===== src/rtl/bt_pkg.sv =====
// Shared constants and FSM encoding for the Bluetooth telemetry transmitter.
// Packet length depends on BT_TX_CHECKSUM_EN (see bt_telemetry_tx).
package bt_pkg;

   localparam logic [7:0]  BT_HDR      = 8'hA5;
   localparam int unsigned BT_LEN_BASE = 4;
   localparam int unsigned BT_LEN_CSUM = 5;

   typedef enum logic [1:0] {
      ST_IDLE,
      ST_START,
      ST_DATA,
      ST_STOP
   } bt_state_t;

   function automatic logic [7:0] sat_inc(input logic [7:0] v);
      return (v == 8'hFF) ? v : v + 8'd1;
   endfunction

endpackage


===== src/rtl/uart_tx_byte.sv =====
// Byte serializer: 1 start, 8 data LSB first, 1 stop, BIT_CYC cycles per bit.
// A load on the final stop cycle chains the next byte with no idle gap.
module uart_tx_byte
   import bt_pkg::*;
#(
   parameter int unsigned BIT_CYC = 16
) (
   input  logic       WF_CLK,
   input  logic       WF_BUTTON,
   input  logic       load,
   input  logic [7:0] data,
   output logic       Tx,
   output logic       done
);

   localparam int unsigned BW       = (BIT_CYC > 1) ? $clog2(BIT_CYC) : 1;
   localparam logic [BW-1:0] BIT_LAST = BW'(BIT_CYC - 1);

   bt_state_t     state;
   logic [BW-1:0] bit_cnt;
   logic [2:0]    bit_idx;
   logic [7:0]    shreg;
   logic          bit_end;

   assign bit_end = (bit_cnt == BIT_LAST);
   // Decoded from state so the sequencer can chain the next byte on the same edge
   assign done    = (state == ST_STOP) && bit_end;

   always_ff @(posedge WF_CLK or negedge WF_BUTTON) begin
      if (!WF_BUTTON) begin
         state   <= ST_IDLE;
         bit_cnt <= '0;
         bit_idx <= '0;
         shreg   <= '0;
         Tx      <= 1'b1;
      end else begin
         case (state)
            ST_IDLE: begin
               bit_cnt <= '0;
               Tx      <= 1'b1;
               if (load) begin
                  state <= ST_START;
                  shreg <= data;
                  Tx    <= 1'b0;
               end
            end
            ST_START: begin
               if (bit_end) begin
                  bit_cnt <= '0;
                  bit_idx <= '0;
                  state   <= ST_DATA;
                  Tx      <= shreg[0];
                  shreg   <= {1'b0, shreg[7:1]};
               end else begin
                  bit_cnt <= bit_cnt + 1'b1;
               end
            end
            ST_DATA: begin
               if (bit_end) begin
                  bit_cnt <= '0;
                  if (bit_idx == 3'd7) begin
                     state <= ST_STOP;
                     Tx    <= 1'b1;
                  end else begin
                     bit_idx <= bit_idx + 3'd1;
                     Tx      <= shreg[0];
                     shreg   <= {1'b0, shreg[7:1]};
                  end
               end else begin
                  bit_cnt <= bit_cnt + 1'b1;
               end
            end
            ST_STOP: begin
               if (bit_end) begin
                  bit_cnt <= '0;
                  if (load) begin
                     state <= ST_START;
                     shreg <= data;
                     Tx    <= 1'b0;
                  end else begin
                     state <= ST_IDLE;
                  end
               end else begin
                  bit_cnt <= bit_cnt + 1'b1;
               end
            end
            default: state <= ST_IDLE;
         endcase
      end
   end

endmodule


===== src/rtl/bt_telemetry_tx.sv =====
// Periodic telemetry packet generator: header, bumpers, encoder counts over UART.
// Define BT_TX_CHECKSUM_EN to append an XOR checksum byte (5-byte packet).
module bt_telemetry_tx
   import bt_pkg::*;
#(
   parameter int unsigned CLK_HZ     = 16_000_000,
   parameter int unsigned BAUD       = 9600,
   parameter int unsigned PERIOD_CYC = 1_600_000
) (
   input  logic       WF_CLK,
   input  logic       WF_BUTTON,
   input  logic       enable,
   input  logic [5:0] bumper,
   input  logic       motorL_encdr,
   input  logic       motorR_encdr,
   output logic       Tx,
   output logic       busy,
   output logic       pkt_done
);

   localparam int unsigned BIT_CYC = CLK_HZ / BAUD;
`ifdef BT_TX_CHECKSUM_EN
   localparam int unsigned PKT_LEN = BT_LEN_CSUM;
`else
   localparam int unsigned PKT_LEN = BT_LEN_BASE;
`endif
   localparam logic [2:0]    LAST_IDX = 3'(PKT_LEN - 1);
   localparam int unsigned   PW       = (PERIOD_CYC > 1) ? $clog2(PERIOD_CYC) : 1;
   localparam logic [PW-1:0] P_LAST   = PW'(PERIOD_CYC - 1);

   logic [5:0]    bump_s1, bump_s2;
   logic [2:0]    enc_l_s, enc_r_s;
   logic          rise_l, rise_r;
   logic [7:0]    cnt_l, cnt_r;
   logic [5:0]    snap_bump;
   logic [7:0]    snap_l, snap_r;
   logic [PW-1:0] period_cnt;
   logic [2:0]    byte_idx, nxt_idx;
   logic          trigger, uart_done, last_byte, load;
   logic [7:0]    load_data;

   always_ff @(posedge WF_CLK or negedge WF_BUTTON) begin
      if (!WF_BUTTON) begin
         bump_s1 <= '0;
         bump_s2 <= '0;
         enc_l_s <= '0;
         enc_r_s <= '0;
      end else begin
         bump_s1 <= bumper;
         bump_s2 <= bump_s1;
         enc_l_s <= {enc_l_s[1:0], motorL_encdr};
         enc_r_s <= {enc_r_s[1:0], motorR_encdr};
      end
   end

   assign rise_l    = enc_l_s[1] & ~enc_l_s[2];
   assign rise_r    = enc_r_s[1] & ~enc_r_s[2];
   assign trigger   = !busy && enable && (period_cnt == P_LAST);
   assign last_byte = (byte_idx == LAST_IDX);
   assign nxt_idx   = byte_idx + 3'd1;
   assign load      = trigger || (uart_done && !last_byte);

   always_comb begin
      load_data = BT_HDR;
      if (!trigger) begin
         case (nxt_idx)
            3'd1:    load_data = {2'b00, snap_bump};
            3'd2:    load_data = snap_l;
            3'd3:    load_data = snap_r;
`ifdef BT_TX_CHECKSUM_EN
            3'd4:    load_data = {2'b00, snap_bump} ^ snap_l ^ snap_r;
`endif
            default: load_data = BT_HDR;
         endcase
      end
   end

   always_ff @(posedge WF_CLK or negedge WF_BUTTON) begin
      if (!WF_BUTTON) begin
         period_cnt <= '0;
      end else if (busy || !enable || period_cnt == P_LAST) begin
         period_cnt <= '0;
      end else begin
         period_cnt <= period_cnt + 1'b1;
      end
   end

   // An edge landing on the snapshot cycle seeds the next window instead
   always_ff @(posedge WF_CLK or negedge WF_BUTTON) begin
      if (!WF_BUTTON) begin
         cnt_l     <= '0;
         cnt_r     <= '0;
         snap_bump <= '0;
         snap_l    <= '0;
         snap_r    <= '0;
      end else if (trigger) begin
         snap_bump <= bump_s2;
         snap_l    <= cnt_l;
         snap_r    <= cnt_r;
         cnt_l     <= {7'd0, rise_l};
         cnt_r     <= {7'd0, rise_r};
      end else begin
         if (rise_l) cnt_l <= sat_inc(cnt_l);
         if (rise_r) cnt_r <= sat_inc(cnt_r);
      end
   end

   always_ff @(posedge WF_CLK or negedge WF_BUTTON) begin
      if (!WF_BUTTON) begin
         busy     <= 1'b0;
         pkt_done <= 1'b0;
         byte_idx <= '0;
      end else if (trigger) begin
         busy     <= 1'b1;
         pkt_done <= 1'b0;
         byte_idx <= '0;
      end else if (uart_done) begin
         if (last_byte) begin
            busy     <= 1'b0;
            pkt_done <= 1'b1;
            byte_idx <= '0;
         end else begin
            pkt_done <= 1'b0;
            byte_idx <= nxt_idx;
         end
      end else begin
         pkt_done <= 1'b0;
      end
   end

   uart_tx_byte #(
      .BIT_CYC(BIT_CYC)
   ) u_ser (
      .WF_CLK   (WF_CLK),
      .WF_BUTTON(WF_BUTTON),
      .load     (load),
      .data     (load_data),
      .Tx       (Tx),
      .done     (uart_done)
   );

endmodule


===== config.mk =====
export PLATFORM = sky130hd
export DESIGN_NAME = bt_telemetry_tx
export DESIGN_NICKNAME = d
export VERILOG_FILES = /design/src/rtl/bt_pkg.sv /design/src/rtl/uart_tx_byte.sv /design/src/rtl/bt_telemetry_tx.sv
export SDC_FILE = /design/constraint.sdc
export NUM_CORES = 1
export LEC_CHECK = 0
export ABC_AREA = 1
export BUFFER_PORTS_ARGS = -buffer_cell sky130_fd_sc_hd__buf_2
export CORE_MARGIN = 4
export CORE_UTILIZATION = 48
export DETAILED_ROUTE_END_ITERATION = 16
export PLACE_DENSITY = 0.71
export SETUP_SLACK_MARGIN = 0.3
export SLEW_MARGIN = 25
export SYNTH_ARGS = -nofsm -noshare
export SYNTH_HDL_FRONTEND = slang
export SYNTH_SLANG_ARGS = --single-unit

===== constraint.sdc =====
create_clock -name WF_CLK -period 2.4 [get_ports WF_CLK]
set_input_delay 0.12 -clock WF_CLK [delete_from_list [all_inputs] [get_ports WF_CLK]]
set_output_delay 0.12 -clock WF_CLK [all_outputs]
set_load 0.05 [all_outputs]

Yosys cells after proc, flatten, opt, wreduce, memory -nomap -nowiden:

Cells that the tools add are included.

* flip-flop bits (word level): 107
* word-level logic and storage cells: 117

* add/sub/neg operators: 6
* equal/unequal tests: 21
* muxes and demuxes: 44
* bitwise operators: 4
* reduce and logical (&&, ||, !) cells: 24

Operators with widths (count)
* 8-bit 2-to-1 mux: 12
* 8-bit case mux with 4 select lines: 1
* 8-bit case mux with 3 select lines: 1
* 11-bit case mux with 2 select lines: 1
* 21-bit by 1-bit adder with 21-bit output, second input constant: 1
* 21-bit == test, second input constant: 1
* 21-bit 2-to-1 mux: 1
* 3-bit 2-to-1 mux: 6
* 8-bit by 1-bit adder with 8-bit output, second input constant: 2
* 8-bit == test, second input constant: 2
* 1-bit 2-to-1 mux: 13
* 4-bit AND reduction: 3
* 11-bit by 1-bit adder with 11-bit output, second input constant: 1
* 11-bit == test, second input constant: 1
* 11-bit 2-to-1 mux: 1
* 2-bit 2-to-1 mux: 5
* 2-bit != test, second input constant: 5
* 2-bit nonzero test: 5
* 3-bit by 2-bit == test with 1-bit output, second input constant: 3
* 2-bit by 1-bit != test with 1-bit output, second input constant: 4
* 2-bit case mux with 4 select lines: 1
* 3-bit by 1-bit adder with 3-bit output, second input constant: 2
* 3-bit case mux with 2 select lines: 1
* 2-bit AND reduction: 3
* other kinds (13): 23

Logic depth before layout (Yosys ltp):

Gate-level depths: netlist of run 1.

* depth in word-level cells: 7
* gate-level depth with buffers: 12
* mapped depth without buffers: 12

Hierarchy:

Synthesis of run 1 repeated with hierarchy kept, for this count alone.

* cells, all modules: 700
* area, all modules: 5699.2 um^2

Modules (own cells, without submodules)
* bt_telemetry_tx: times used 1, cells an instance 510, area each 4051.4 um^2
* uart_tx_byte: times used 1, cells an instance 190, area each 1647.8 um^2

Least setup slack after synthesis of run 1:

Ideal clock, no wire load.

* kind: register -> register
* start point: reg byte_idx[0]
* end point: reg u_ser.shreg[6]
* setup time: 0.124 ns
* arrival time: 1.742 ns
* data required time: 2.276 ns
* path slack: 0.534 ns
* cell stages (with the launch flop): 9
* cell sequence: dfrtp_1 -> ha_1 -> ha_1 -> nand2_1 -> nand2_1 -> o21ai_0 -> a21oi_1 -> a21boi_0 -> o21ai_2

* cells in the longest elaborated chain, start to end: 7
* elaborated cells between the ends (all ways): 13

Ends and longest elaborated chain
* from (decl): RTL line bt_telemetry_tx.sv:38 `logic [2:0] byte_idx, nxt_idx;`
* from (signal assigned): RTL line bt_telemetry_tx.sv:124 `byte_idx <= nxt_idx;`
* 3-bit by 1-bit adder with 3-bit output / 3-bit by 2-bit == test with 1-bit output (equally long branches): RTL line bt_telemetry_tx.sv:60, bt_telemetry_tx.sv:59
* 3-bit by 2-bit == test with 1-bit output (tied with other cells): RTL line bt_telemetry_tx.sv:66 `case (nxt_idx)`
* 8-bit case mux with 3 select lines / 1-bit logical AND (equally long branches): RTL line bt_telemetry_tx.sv:66, bt_telemetry_tx.sv:61
* 8-bit 2-to-1 mux / 1-bit logical OR (equally long branches): RTL line bt_telemetry_tx.sv:65, bt_telemetry_tx.sv:61
* 8-bit 2-to-1 mux *: RTL line uart_tx_byte.sv:41, uart_tx_byte.sv:76
* 8-bit 2-to-1 mux: RTL line uart_tx_byte.sv:74 `if (bit_end) begin`
* 8-bit case mux with 4 select lines *: RTL line uart_tx_byte.sv:37 `case (state)`
* to (signal assigned): RTL line uart_tx_byte.sv:43 `shreg <= data;`
* to (signal assigned): RTL line uart_tx_byte.sv:53 `shreg <= {1'b0, shreg[7:1]};`
* to (signal assigned): RTL line uart_tx_byte.sv:78 `shreg <= data;`
* to (decl): RTL line uart_tx_byte.sv:22 `logic [7:0] shreg;`

Every way passes the cells marked *; elsewhere a longest branch is shown, timed or not. The select of a mux whose other input is x is not followed.
A chain may end at the register's enable or synchronous reset.

Worst setup path after layout of run 1:

* start point: reg byte_idx[1]
* end point: reg u_ser.shreg[6]

Same word-level chain as after synthesis.

==> results of run 1 <==
==> cells in the final DEF (no fill, tap or decap), types with 3 or more instances in the layout <==
master and instances:
a21oi_1 23, a211oi_1 3, buf_2 12, o21ai_1 10, bufinv_16 3, ha_1 18
o21ai_0 25, nor2_2 3, nand4_1 10, nor3b_1 3, nor3_1 14, clkbuf_8 9
xor2_1 7, inv_2 7, dlygate4sd3_1 9, inv_1 75, dfrtp_1 106, nand2_1 178
nand3_1 31, buf_4 3, inv_6 3, nor2_1 91, a31oi_1 5
==> cell type report <==
class / count / area share, %
Clock buffer: 10 / 2.187
Clock inverter: 6 / 1.994
Inverter: 84 / 5.404
Multi-Input combinational cell: 447 / 37.94
Sequential cell: 107 / 45.91
Tap cell: 136 / 2.917
Timing Repair Buffer: 26 / 3.646
==> metrics by stage <==
stage | power [mW] | cell area [sq um] | setup slack [ns]
2_1_floorplan | 2.184 | 5261 | 0.5341
3_3_place_gp | 2.281 | 5493 | 0.4340
3_5_place_dp | 2.299 | 5493 | 0.3527
4_1_cts | 3.639 | 5827 | 0.3305
5_1_grt | 3.777 | 5834 | 0.3012
6_report | 3.585 | 5834 | 0.4715
==> synthesized netlist by cell type (2+ instances only) <==
cell type,instances
nor3_1,14
clkinv_1,2
o21ai_2,2
inv_2,7
o211ai_1,2
a211oi_1,3
o21ai_1,9
nor2_1,91
nand4_1,10
nand3_2,3
nand2_1,178
inv_1,75
a31oi_1,5
dfrtp_1,106
xor2_1,7
nor3b_1,3
o21a_1,2
o31ai_1,2
o21ai_0,26
buf_6,2
buf_2,7
ha_1,18
nor2_2,3
nand3_1,31
or2_2,2
a21oi_1,23
==> layer usage <==
metal / part of all wire [%] / wire (um)
met2: 47 / 4727
met4: 1.6 / 158
met3: 3.4 / 340
met5: 0 / 0
met1: 48 / 4799
==> flip-flops by register name (all words and copies together) (netlist names), 2 cells and up <==
signal	flops
bump_s1	6
bump_s2	6
byte_idx	3
cnt_l	8
cnt_r	8
enc_l_s	3
enc_r_s	3
period_cnt	21
snap_bump	6
snap_l	8
snap_r	8
u_ser.bit_cnt	11
u_ser.bit_idx	3
u_ser.shreg	8
u_ser.state	2
==> power by group <==
part,leakage (nW),switching [mW],internal [mW],total (mW)
Clock,0.122,0.610,0.705,1.32
Combinational,1.29,0.185,0.106,0.290
Sequential,1.42,0.0762,1.90,1.98
==> path summary, 6_finish.rpt <==
kind,slack (ns),startpoint,endpoint
worst max-delay path,0.47,byte_idx[1],u_ser.shreg[6]
worst min-delay path,0.26,WF_BUTTON,u_ser.bit_cnt[0]
worst max register to register,0.47,byte_idx[1],u_ser.shreg[6]
worst min register to register,0.36,enc_r_s[0],enc_r_s[1]
max in group asynchronous,1.45,WF_BUTTON,u_ser.Tx
min in group WF_CLK,0.36,enc_r_s[0],enc_r_s[1]
==> cells by family (layout without fill, tap and decap cells) <==
kind of cell / count (synthesis) / count (layout) / synth area share (%)
XOR/XNOR: 8 / 8 / 1.332
AO/OA/AOI/OAI: 77 / 77 / 8.133
AND/OR/NAND/NOR: 344 / 344 / 28.18
flip-flops: 107 / 107 / 50.92
adder cells (fa/ha/maj): 18 / 18 / 4.281
buffers and inverters: 94 / 126 / 7.158
==> what timing repair did <==
action	in CTS	in global routing
endpoints found under the hold margin	46	0
buffers inserted	0	0
resized for setup	0	2
hold buffers	9	0
setup endpoints to repair	0	10
==> worst max-delay path: stages, from the launching register on <==
cell,delay [ns]
dfrtp_1,0.42
ha_1,0.21
ha_1,0.31
nand2_1,0.11
nand2_1,0.09
o21ai_1,0.28
a21oi_1,0.07
a21boi_0,0.23
o21ai_2,0.08
==> impl_metrics.py, run 1 <==
metrics = {
    "pwr": {
        "irDropWorstVdd_uv": 346.1,
        "pleak_nw": 2.827,
        "power.density_nw_per_um2": 614.4,
    },
    "clock_tree": {
        "cts_inserted_buffers": 9,
        "clk_transition_reported_paths_ns": 0.10,
        "cts_htree_levels": 3,
        "clock_sink_count": 107,
        "tritoncts": "yes",
        "clk_latency_ns": 0.37,
        "cts_root_buffer": "clkbuf_8",
        "clock_path_buffers": 2,
    },
    "routing": {
        "drt-wirelength-per-cell_um": 12.29,
        "route.antenna.remaining_nets": 0,
        "drt_iter0_drc": 220,
        "num_vias": 4117,
        "drt_first_pass_iters": 4,
        "avgViaCountPerCell": 5.045,
        "wl_mm": 10.03,
        "drcViolationCount": 0,
    },
    "placed_design": {
        "io_buffers": 13,
        "gp_congestion": 0.9008,
        "dp_hpwl_mm": 7.355,
        "dpl.cell_count": 791,
    },
    "die": {
        "floorplan.die.width_um": 112.7,
        "fp-row-count": 37,
        "overall_die_area_sq_um": 12700,
        "die_y_um": 112.7,
        "initial_core_util_pct": 50.07,
        "design.portCount": 14,
        "placeableCoreArea_sq_um": 10510,
    },
    "synthesis": {
        "synthFlopType": "dfrtp_1",
        "synth.lib_cells_used.distinct": 41,
        "synth_cells": 648,
        "syn_avg_cell_area_sq_um": 8.119,
        "seq_area_frac_synth_pct": 50.92,
        "yosysTopAreaCellShare_pct": 50.42,
        "synth.area.top_cells": "dfrtp_1 (50%), nand2_1 (13%), nor2_1 (6.5%), inv_1 (5.4%), ha_1 (4.3%)",
        "ys_ff_latch": 107,
        "synth.net_count": 677,
        "yosysWarnings": 0,
        "netlist.top_cell.by_area": "dfrtp_1",
        "synth-async-reset-ratio_pct": 100.0,
        "post_synthesis_instance_area_sq_um": 5261,
        "synth-edff-count": 0,
    },
    "finish": {
        "post_layout_net_count": 704,
        "antennaDiodeCount": 0,
        "final_layout_size_suffix_gt1_share_pct": 8.382,
        "seqCellArea_sq_um": 2679,
        "layout.cells.non_filler": 816,
        "fillerInstances": 944,
        "synthToLayoutAreaGrowth_pct": 10.89,
        "multiInputGateArea_sq_um": 2213,
        "post-route-util_pct": 55.52,
    },
    "grt": {
        "grt.met2_usage_pct": 28.95,
        "first_global_vias": 4108,
        "antenna_found_initial": 0,
        "globalRouteMet3Util_pct": 2.941,
        "maximum_number_of_pins_on_one_net_before_global_route_repair": 59,
        "met1_track_usage_gr_pct": 22.47,
        "grt_remaining_overflow": 0,
        "grt_usage_pct": 17.06,
        "grt_first_pass_wirelength_mm": 18.08,
        "gr-max-usage-layer": "met2",
    },
    "setup_path": {
        "worstPathArrival_ns": 2.18,
        "worst_ep_required_time_ns": 2.65,
        "timing.critical_path.fanout_max": 5,
        "timing.reg2reg.worst_path_depth": 8,
        "crit_type": "register to register",
        "crit_path_start_kind": "register",
        "worst_setup_path_end_kind": "register",
    },
    "timing": {
        "finalMaxSlewViolations": 0,
        "final_period_util_pct": 80.35,
        "whs_ns": 0.2637,
        "unrepaired_setup_endpoints_after_global_routing": "no",
        "slew_headroom_pct": 64.20,
        "clock-skew-final_ns": 0.01367,
        "fmax_mhz": 518.5,
        "finalHoldViolations": 0,
        "min_period_ns": 1.929,
        "max_slew.worst_pin.slew_ns": 0.5370,
        "setup_tns_ns": 0,
        "setup_violators_final": 0,
    },
    "run": {
        "maxCapViolCount": 0,
    },
    "worst_hold_path": {
        "hold_path.class": "input pin to async pin",
    },
    "run_status": {
        "outcome": "finished, final reports clean",
    },
}
Note: power is estimated with default switching activity, not from simulation.
==> run 2, diff against run 1 <==
- ABC_AREA: 1 -> 0
- PLACE_DENSITY: 0.71 -> 0.73
- clock period: 2.4 -> 1.6 ns (I/O delays scaled with it)
==> impl_metrics.py, run 2 <==
metrics = {
    "clock_tree": {
        "clk_latency_ns": 0.38,
        "clock_path_buffers": 2,
        "clock_sink_count": 107,
        "cts_inserted_buffers": 9,
        "cts_htree_levels": 3,
        "cts_root_buffer": "clkbuf_8",
        "tritoncts": "yes",
        "clk_transition_reported_paths_ns": 0.11,
    },
    "pwr": {
        "irDropWorstVdd_uv": 724.2,
        "power_switching_share_pct": 28.20,
        "power.density_nw_per_um2": 822.9,
        "seq_power_share_pct": 55.6,
        "internal-power_mw": 4.089,
        "power_switching_mw": 1.607,
        "clkPwrFrac_pct": 29.0,
        "pleak_nw": 3.230,
        "combinational_fraction_of_design_power_pct": 15.4,
    },
    "synthesis": {
        "synthFlopType": "dfrtp_1",
        "syn_avg_cell_area_sq_um": 10.21,
        "yosys.cell_count.top_type": "dfrtp_1",
        "synth_cells": 483,
        "yosysWarnings": 0,
        "post_synthesis_instance_area_sq_um": 4930,
        "netlist.top_cell.by_area": "dfrtp_1",
        "synth.lib_cells_used.distinct": 47,
        "synthTopCellsByCount": "dfrtp_1 (106), nand2_1 (91), nor2_1 (60)",
        "synth-edff-count": 0,
        "ys_ff_latch": 107,
        "synth.net_count": 512,
        "seq_area_frac_synth_pct": 54.34,
        "synth.area.top_cells": "dfrtp_1 (54%), nand2_1 (6.9%), xor2_1 (5.0%), ha_1 (4.6%), nor2_1 (4.6%)",
        "synth-async-reset-ratio_pct": 100.0,
        "yosysTopAreaCellShare_pct": 53.81,
    },
    "routing": {
        "num_vias": 4058,
        "route.antenna.remaining_nets": 0,
        "avgViaCountPerCell": 5.425,
        "drt_first_pass_iters": 5,
        "wl_mm": 12.04,
        "drt-wirelength-per-cell_um": 16.09,
        "drt_iter0_drc": 281,
        "drcViolationCount": 0,
    },
    "die": {
        "initial_core_util_pct": 49.75,
        "placeableCoreArea_sq_um": 9910,
        "overall_die_area_sq_um": 11960,
        "floorplan.die.width_um": 109.3,
        "fp-row-count": 36,
        "die_y_um": 109.3,
        "design.portCount": 14,
    },
    "setup_path": {
        "worst_ep_required_time_ns": 1.92,
        "timing.critical_path.fanout_max": 8,
        "worstPathArrival_ns": 2.57,
        "worst_setup_path_end_kind": "register",
        "crit_type": "register to register",
        "crit_path_start_kind": "register",
    },
    "timing": {
        "finalHoldViolations": 0,
        "finalMaxSlewViolations": 0,
        "fmax_mhz": 445.6,
        "clock-skew-final_ns": 0.01802,
        "setup_violators_final": 88,
        "setup_tns_ns": -36.22,
        "unrepaired_setup_endpoints_after_global_routing": "yes",
        "final_period_util_pct": 140.3,
        "min_period_ns": 2.244,
        "slew_headroom_pct": 61.56,
        "final_setup_slack_of_the_worst_path_ns": -0.6444,
        "max_slew.worst_pin.slew_ns": 0.5753,
    },
    "finish": {
        "seqCellArea_sq_um": 2679,
        "commonest_non_fill_non_tap_cells_in_the_layout": "dfrtp_1 (106), buf_4 (81), nand2_1 (65), nor2_1 (34), xor2_1 (28)",
        "antennaDiodeCount": 0,
        "largest_reg_flops": 21,
        "top_regs": "period_cnt: 21 flops, u_ser.bit_cnt: 11 flops",
        "largest-register": "period_cnt",
        "post_layout_net_count": 640,
        "layout.cells.most_common": "dfrtp_1",
        "final_layout_size_suffix_gt1_share_pct": 38.05,
        "fillerInstances": 660,
        "synthToLayoutAreaGrowth_pct": 40.41,
        "multiInputGateArea_sq_um": 2565,
        "post-route-util_pct": 69.85,
    },
    "worst_hold_path": {
        "hold_path.class": "input pin to async pin",
    },
    "run_status": {
        "outcome": "complete, but fails checks",
        "failed_checks": "negative setup slack",
    },
    "grt": {
        "grt_remaining_overflow": 0,
        "first_global_vias": 4159,
        "grt_first_pass_wirelength_mm": 19.65,
        "maximum_number_of_pins_on_one_net_before_global_route_repair": 46,
        "antenna_found_initial": 0,
        "grt_usage_pct": 20.91,
    },
    "placed_design": {
        "dp_hpwl_mm": 7.328,
        "gp_congestion": 0.8459,
        "io_buffers": 13,
    },
    "run": {
        "maxCapViolCount": 0,
    },
}
run 2: per-stage QoR:
stage | total power [mW] | area (sq um) | instances | setup WS (ns) | hold WS, ns
2_1_floorplan | 3.556 | 5120 | 483 | -0.6373 | -0.2156
3_3_place_gp | 3.851 | 5932 | 703 | -0.6494 | 0.04060
3_5_place_dp | 3.904 | 5932 | 703 | -0.7397 | 0.04827
4_1_cts | 5.573 | 6620 | 740 | -0.6029 | 0.1870
5_1_grt | 5.940 | 6922 | 748 | -0.6911 | 0.2022
6_report | 5.696 | 6922 | 748 | -0.6444 | 0.1659
run 2: cells by family after synthesis:
logic type      Yosys count  share of synthesized area (%)
simple gates            222                          20.61
flops                   107                          54.34
compound gates           52                          8.020
xor+xnor                 40                          7.107
buf+inv                  32                          2.665
fa+ha+maj                18                          4.569
mux                      12                          2.690
run 2: power groups by stage:
| stage | Combinational [mW] | Clock, mW | Sequential, mW |
|---|---|---|---|
| after detailed placement | 0.719 | 0 | 3.19 |
| after CTS | 0.765 | 1.68 | 3.13 |
| final | 0.879 | 1.65 | 3.16 |
| after global routing | 0.971 | 1.78 | 3.19 |
| after global placement | 0.683 | 0 | 3.17 |
| after floorplan | 0.388 | 0 | 3.17 |
run 2: repair_timing:
| item | 4_1_cts | 5_1_grt |
|---|---|---|
| hold buffers | 9 | 0 |
| endpoints found under the setup margin | 89 | 90 |
| hold endpoints to repair | 40 | 0 |
| buffers inserted | 9 | 6 |
| gates resized for setup | 67 | 58 |
| pin swaps | 8 | 30 |
| cloned | 4 | 2 |
run 2: worst paths after layout:
check                               startpoint          endpoint  slack [ns]  cells past startpoint
worst max-delay path            period_cnt[18]    u_ser.shreg[5]       -0.64                      6
worst min-delay path                 WF_BUTTON  u_ser.bit_cnt[6]        0.17                      2
worst max register to register  period_cnt[18]    u_ser.shreg[5]       -0.64                      6
worst min register to register      bump_s1[4]        bump_s2[4]        0.35                      0
max in group asynchronous            WF_BUTTON          u_ser.Tx        0.80                      3
min in group WF_CLK                     enable     period_cnt[5]        0.28                      7
run 2: cell type report:
cell class	instances	share of cell area, %
clock buffer	10	1.844
timing repair buffer	135	18.37
inverter	14	0.7592
sequential	107	38.70
tap	133	2.404
multi-input combinational	344	37.06
clock inverter	5	0.8677
run 2: metal layers:
| layer | vias to the layer above | wire length (um) | track usage [%] |
|---|---|---|---|
| met5 | - | 0 | 0 |
| met4 | 0 | 362 | 10.15 |
| met3 | 33 | 381 | 2.936 |
| met2 | 95 | 6207 | 34.83 |
| met1 | 2037 | 5085 | 26.92 |
| li1 | 1893 | - | - |
run 2: worst max-delay path, stage by stage (launching register included):
cell	delay, ns
dfrtp_1	0.40
or4b_4	0.55
or4_4	0.45
or2_4	0.29
buf_8	0.15
a32oi_2	0.19
mux2_4	0.17
==> run 3, diff against run 2 <==
==> constraint.sdc (replaced) <==
create_clock -name WF_CLK -period 1.6 [get_ports WF_CLK]
set_input_delay 0.08 -clock WF_CLK [delete_from_list [all_inputs] [get_ports WF_CLK]]
set_output_delay 0.08 -clock WF_CLK [all_outputs]
set_load 0.01 [all_outputs]
==> impl_metrics.py, run 3 (synthesized netlist as in run 2, its figures left out) <==
metrics = {
    "setup_path": {
        "crit_type": "register to register",
        "worst_ep_required_time_ns": 1.87,
        "setup.reg_to_reg.worst_slack_ns": -0.69,
        "crit_path_start_kind": "register",
        "worst_setup_path_end_kind": "register",
        "worstPathArrival_ns": 2.56,
        "timing.critical_path.fanout_max": 8,
    },
    "routing": {
        "drt_first_pass_iters": 4,
        "num_vias": 3894,
        "route.antenna.remaining_nets": 0,
        "drt_iter0_drc": 206,
        "drt-wirelength-per-cell_um": 14.51,
        "drcViolationCount": 0,
        "wl_mm": 10.67,
        "avgViaCountPerCell": 5.298,
    },
    "die": {
        "fp-row-count": 36,
        "placeableCoreArea_sq_um": 9910,
        "overall_die_area_sq_um": 11960,
        "initial_core_util_pct": 49.75,
        "floorplan.die.width_um": 109.3,
        "design.portCount": 14,
        "die_y_um": 109.3,
    },
    "pwr": {
        "pleak_nw": 3.053,
        "power_switching_mw": 1.591,
        "irDropWorstVdd_uv": 840.9,
        "seq_power_share_pct": 57.0,
        "internal-power_mw": 3.946,
        "combinational_fraction_of_design_power_pct": 12.6,
        "clkPwrFrac_pct": 30.4,
        "power_switching_share_pct": 28.73,
        "totalPowerFinal_mw": 5.537,
        "power.density_nw_per_um2": 854.1,
    },
    "grt": {
        "grt_first_pass_wirelength_mm": 18.50,
        "maximum_number_of_pins_on_one_net_before_global_route_repair": 44,
        "first_global_vias": 3962,
        "antenna_found_initial": 0,
        "grt_usage_pct": 19.63,
        "grt_remaining_overflow": 0,
    },
    "clock_tree": {
        "clock_sink_count": 107,
        "cts_inserted_buffers": 9,
        "cts_root_buffer": "clkbuf_8",
        "tritoncts": "yes",
        "clk_transition_reported_paths_ns": 0.12,
        "clock_path_buffers": 2,
        "cts_htree_levels": 3,
        "clk_latency_ns": 0.38,
    },
    "placed_design": {
        "io_buffers": 13,
        "place_ws_ns": -0.7036,
        "placedInstanceArea_sq_um": 5917,
        "dp_hpwl_mm": 7.284,
        "gp_congestion": 0.8648,
    },
    "timing": {
        "setup_violators_final": 89,
        "min_period_ns": 2.288,
        "clock-skew-final_ns": 0.01508,
        "max_slew.worst_pin.slew_ns": 0.5732,
        "slew_headroom_pct": 61.69,
        "finalMaxSlewViolations": 0,
        "whs_ns": 0.1354,
        "fmax_mhz": 437.1,
        "final_period_util_pct": 143.0,
        "unrepaired_setup_endpoints_after_global_routing": "yes",
        "finalHoldViolations": 0,
        "final_setup_slack_of_the_worst_path_ns": -0.6879,
    },
    "run_status": {
        "failed_checks": "negative setup slack",
        "outcome": "complete, but fails checks",
    },
    "finish": {
        "commonest_non_fill_non_tap_cells_in_the_layout": "dfrtp_1 (106), nand2_1 (89), buf_4 (83), nor2_1 (48), xor2_1 (28)",
        "largest-register": "period_cnt",
        "top_regs": "period_cnt: 21 flops, u_ser.bit_cnt: 11 flops",
        "fillerInstances": 751,
        "layout.cells.most_common": "dfrtp_1",
        "post_layout_net_count": 626,
        "synthToLayoutAreaGrowth_pct": 31.52,
        "post-route-util_pct": 65.43,
        "largest_reg_flops": 21,
        "final_layout_size_suffix_gt1_share_pct": 29.57,
        "antennaDiodeCount": 0,
        "finalInstanceArea_sq_um": 6484,
    },
    "run": {
        "maxCapViolCount": 0,
    },
    "worst_hold_path": {
        "hold_path.class": "input pin to async pin",
    },
}
## run 3: layout make-up
cell class / instances / area, sq um / area share (%)
well taps: 133 / 166.4 / 2.567
inverters: 14 / 52.55 / 0.8105
clock buffers: 10 / 137.6 / 2.123
multi-input cells: 344 / 2357 / 36.36
repair buffers: 121 / 1025 / 15.80
flip-flops and latches: 107 / 2679 / 41.32
clock inverters: 6 / 66.31 / 1.023
## run 3: final timing paths
kind / start / end / cells past startpoint
hold / removal: WF_BUTTON / u_ser.bit_cnt[10] / 2
hold reg to reg: bump_s1[4] / bump_s2[4] / 0
setup reg to reg: period_cnt[18] / u_ser.shreg[3] / 6
max in group asynchronous: WF_BUTTON / u_ser.Tx / 3
min in group WF_CLK: enable / period_cnt[5] / 7
setup / recovery: period_cnt[18] / u_ser.shreg[3] / 6
## run 3: stage by stage
| step | setup TNS, ns | std cells |
|---|---|---|
| final | -36.16 | 735 |
| after floorplan | -26.86 | 483 |
| after detailed placement | -37.55 | 701 |
| after CTS | -34.54 | 732 |
| after global routing | -43.78 | 735 |
| after global placement | -33.55 | 701 |
## run 3: power by group through the flow
stage	sequential [mW]	clock, mW	combinational [mW]
after global placement	3.19	0	0.624
after floorplan	3.16	0	0.388
final	3.15	1.68	0.700
after CTS	3.15	1.72	0.709
after global routing	3.19	1.83	0.794
after detailed placement	3.21	0	0.678
## run 3: critical path, stage by stage, from the launching register on
cell and delay, ns:
dfrtp_1 0.39, or4b_4 0.54, or4_4 0.43, buf_6 0.14, nor2_4 0.14, o311ai_4 0.19
mux2_4 0.35
## run 3: metal layers
metal	global-route usage [%]	vias to the layer above	wire length (um)
met5	0	-	0
met2	32.65	61	5428
li1	-	1872	-
met1	25.83	1941	4698
met3	3.523	20	337
met4	7.213	0	204
## run 3: repair_timing
| item | 4_1_cts | 5_1_grt |
|---|---|---|
| hold buffers | 9 | 0 |
| hold endpoints to repair | 114 | 0 |
| gates resized for setup | 41 | 4 |
| setup endpoints to repair | 89 | 89 |
| pin swaps | 6 | 1 |
| gates cloned | 2 | 0 |
| buffers inserted | 4 | 3 |
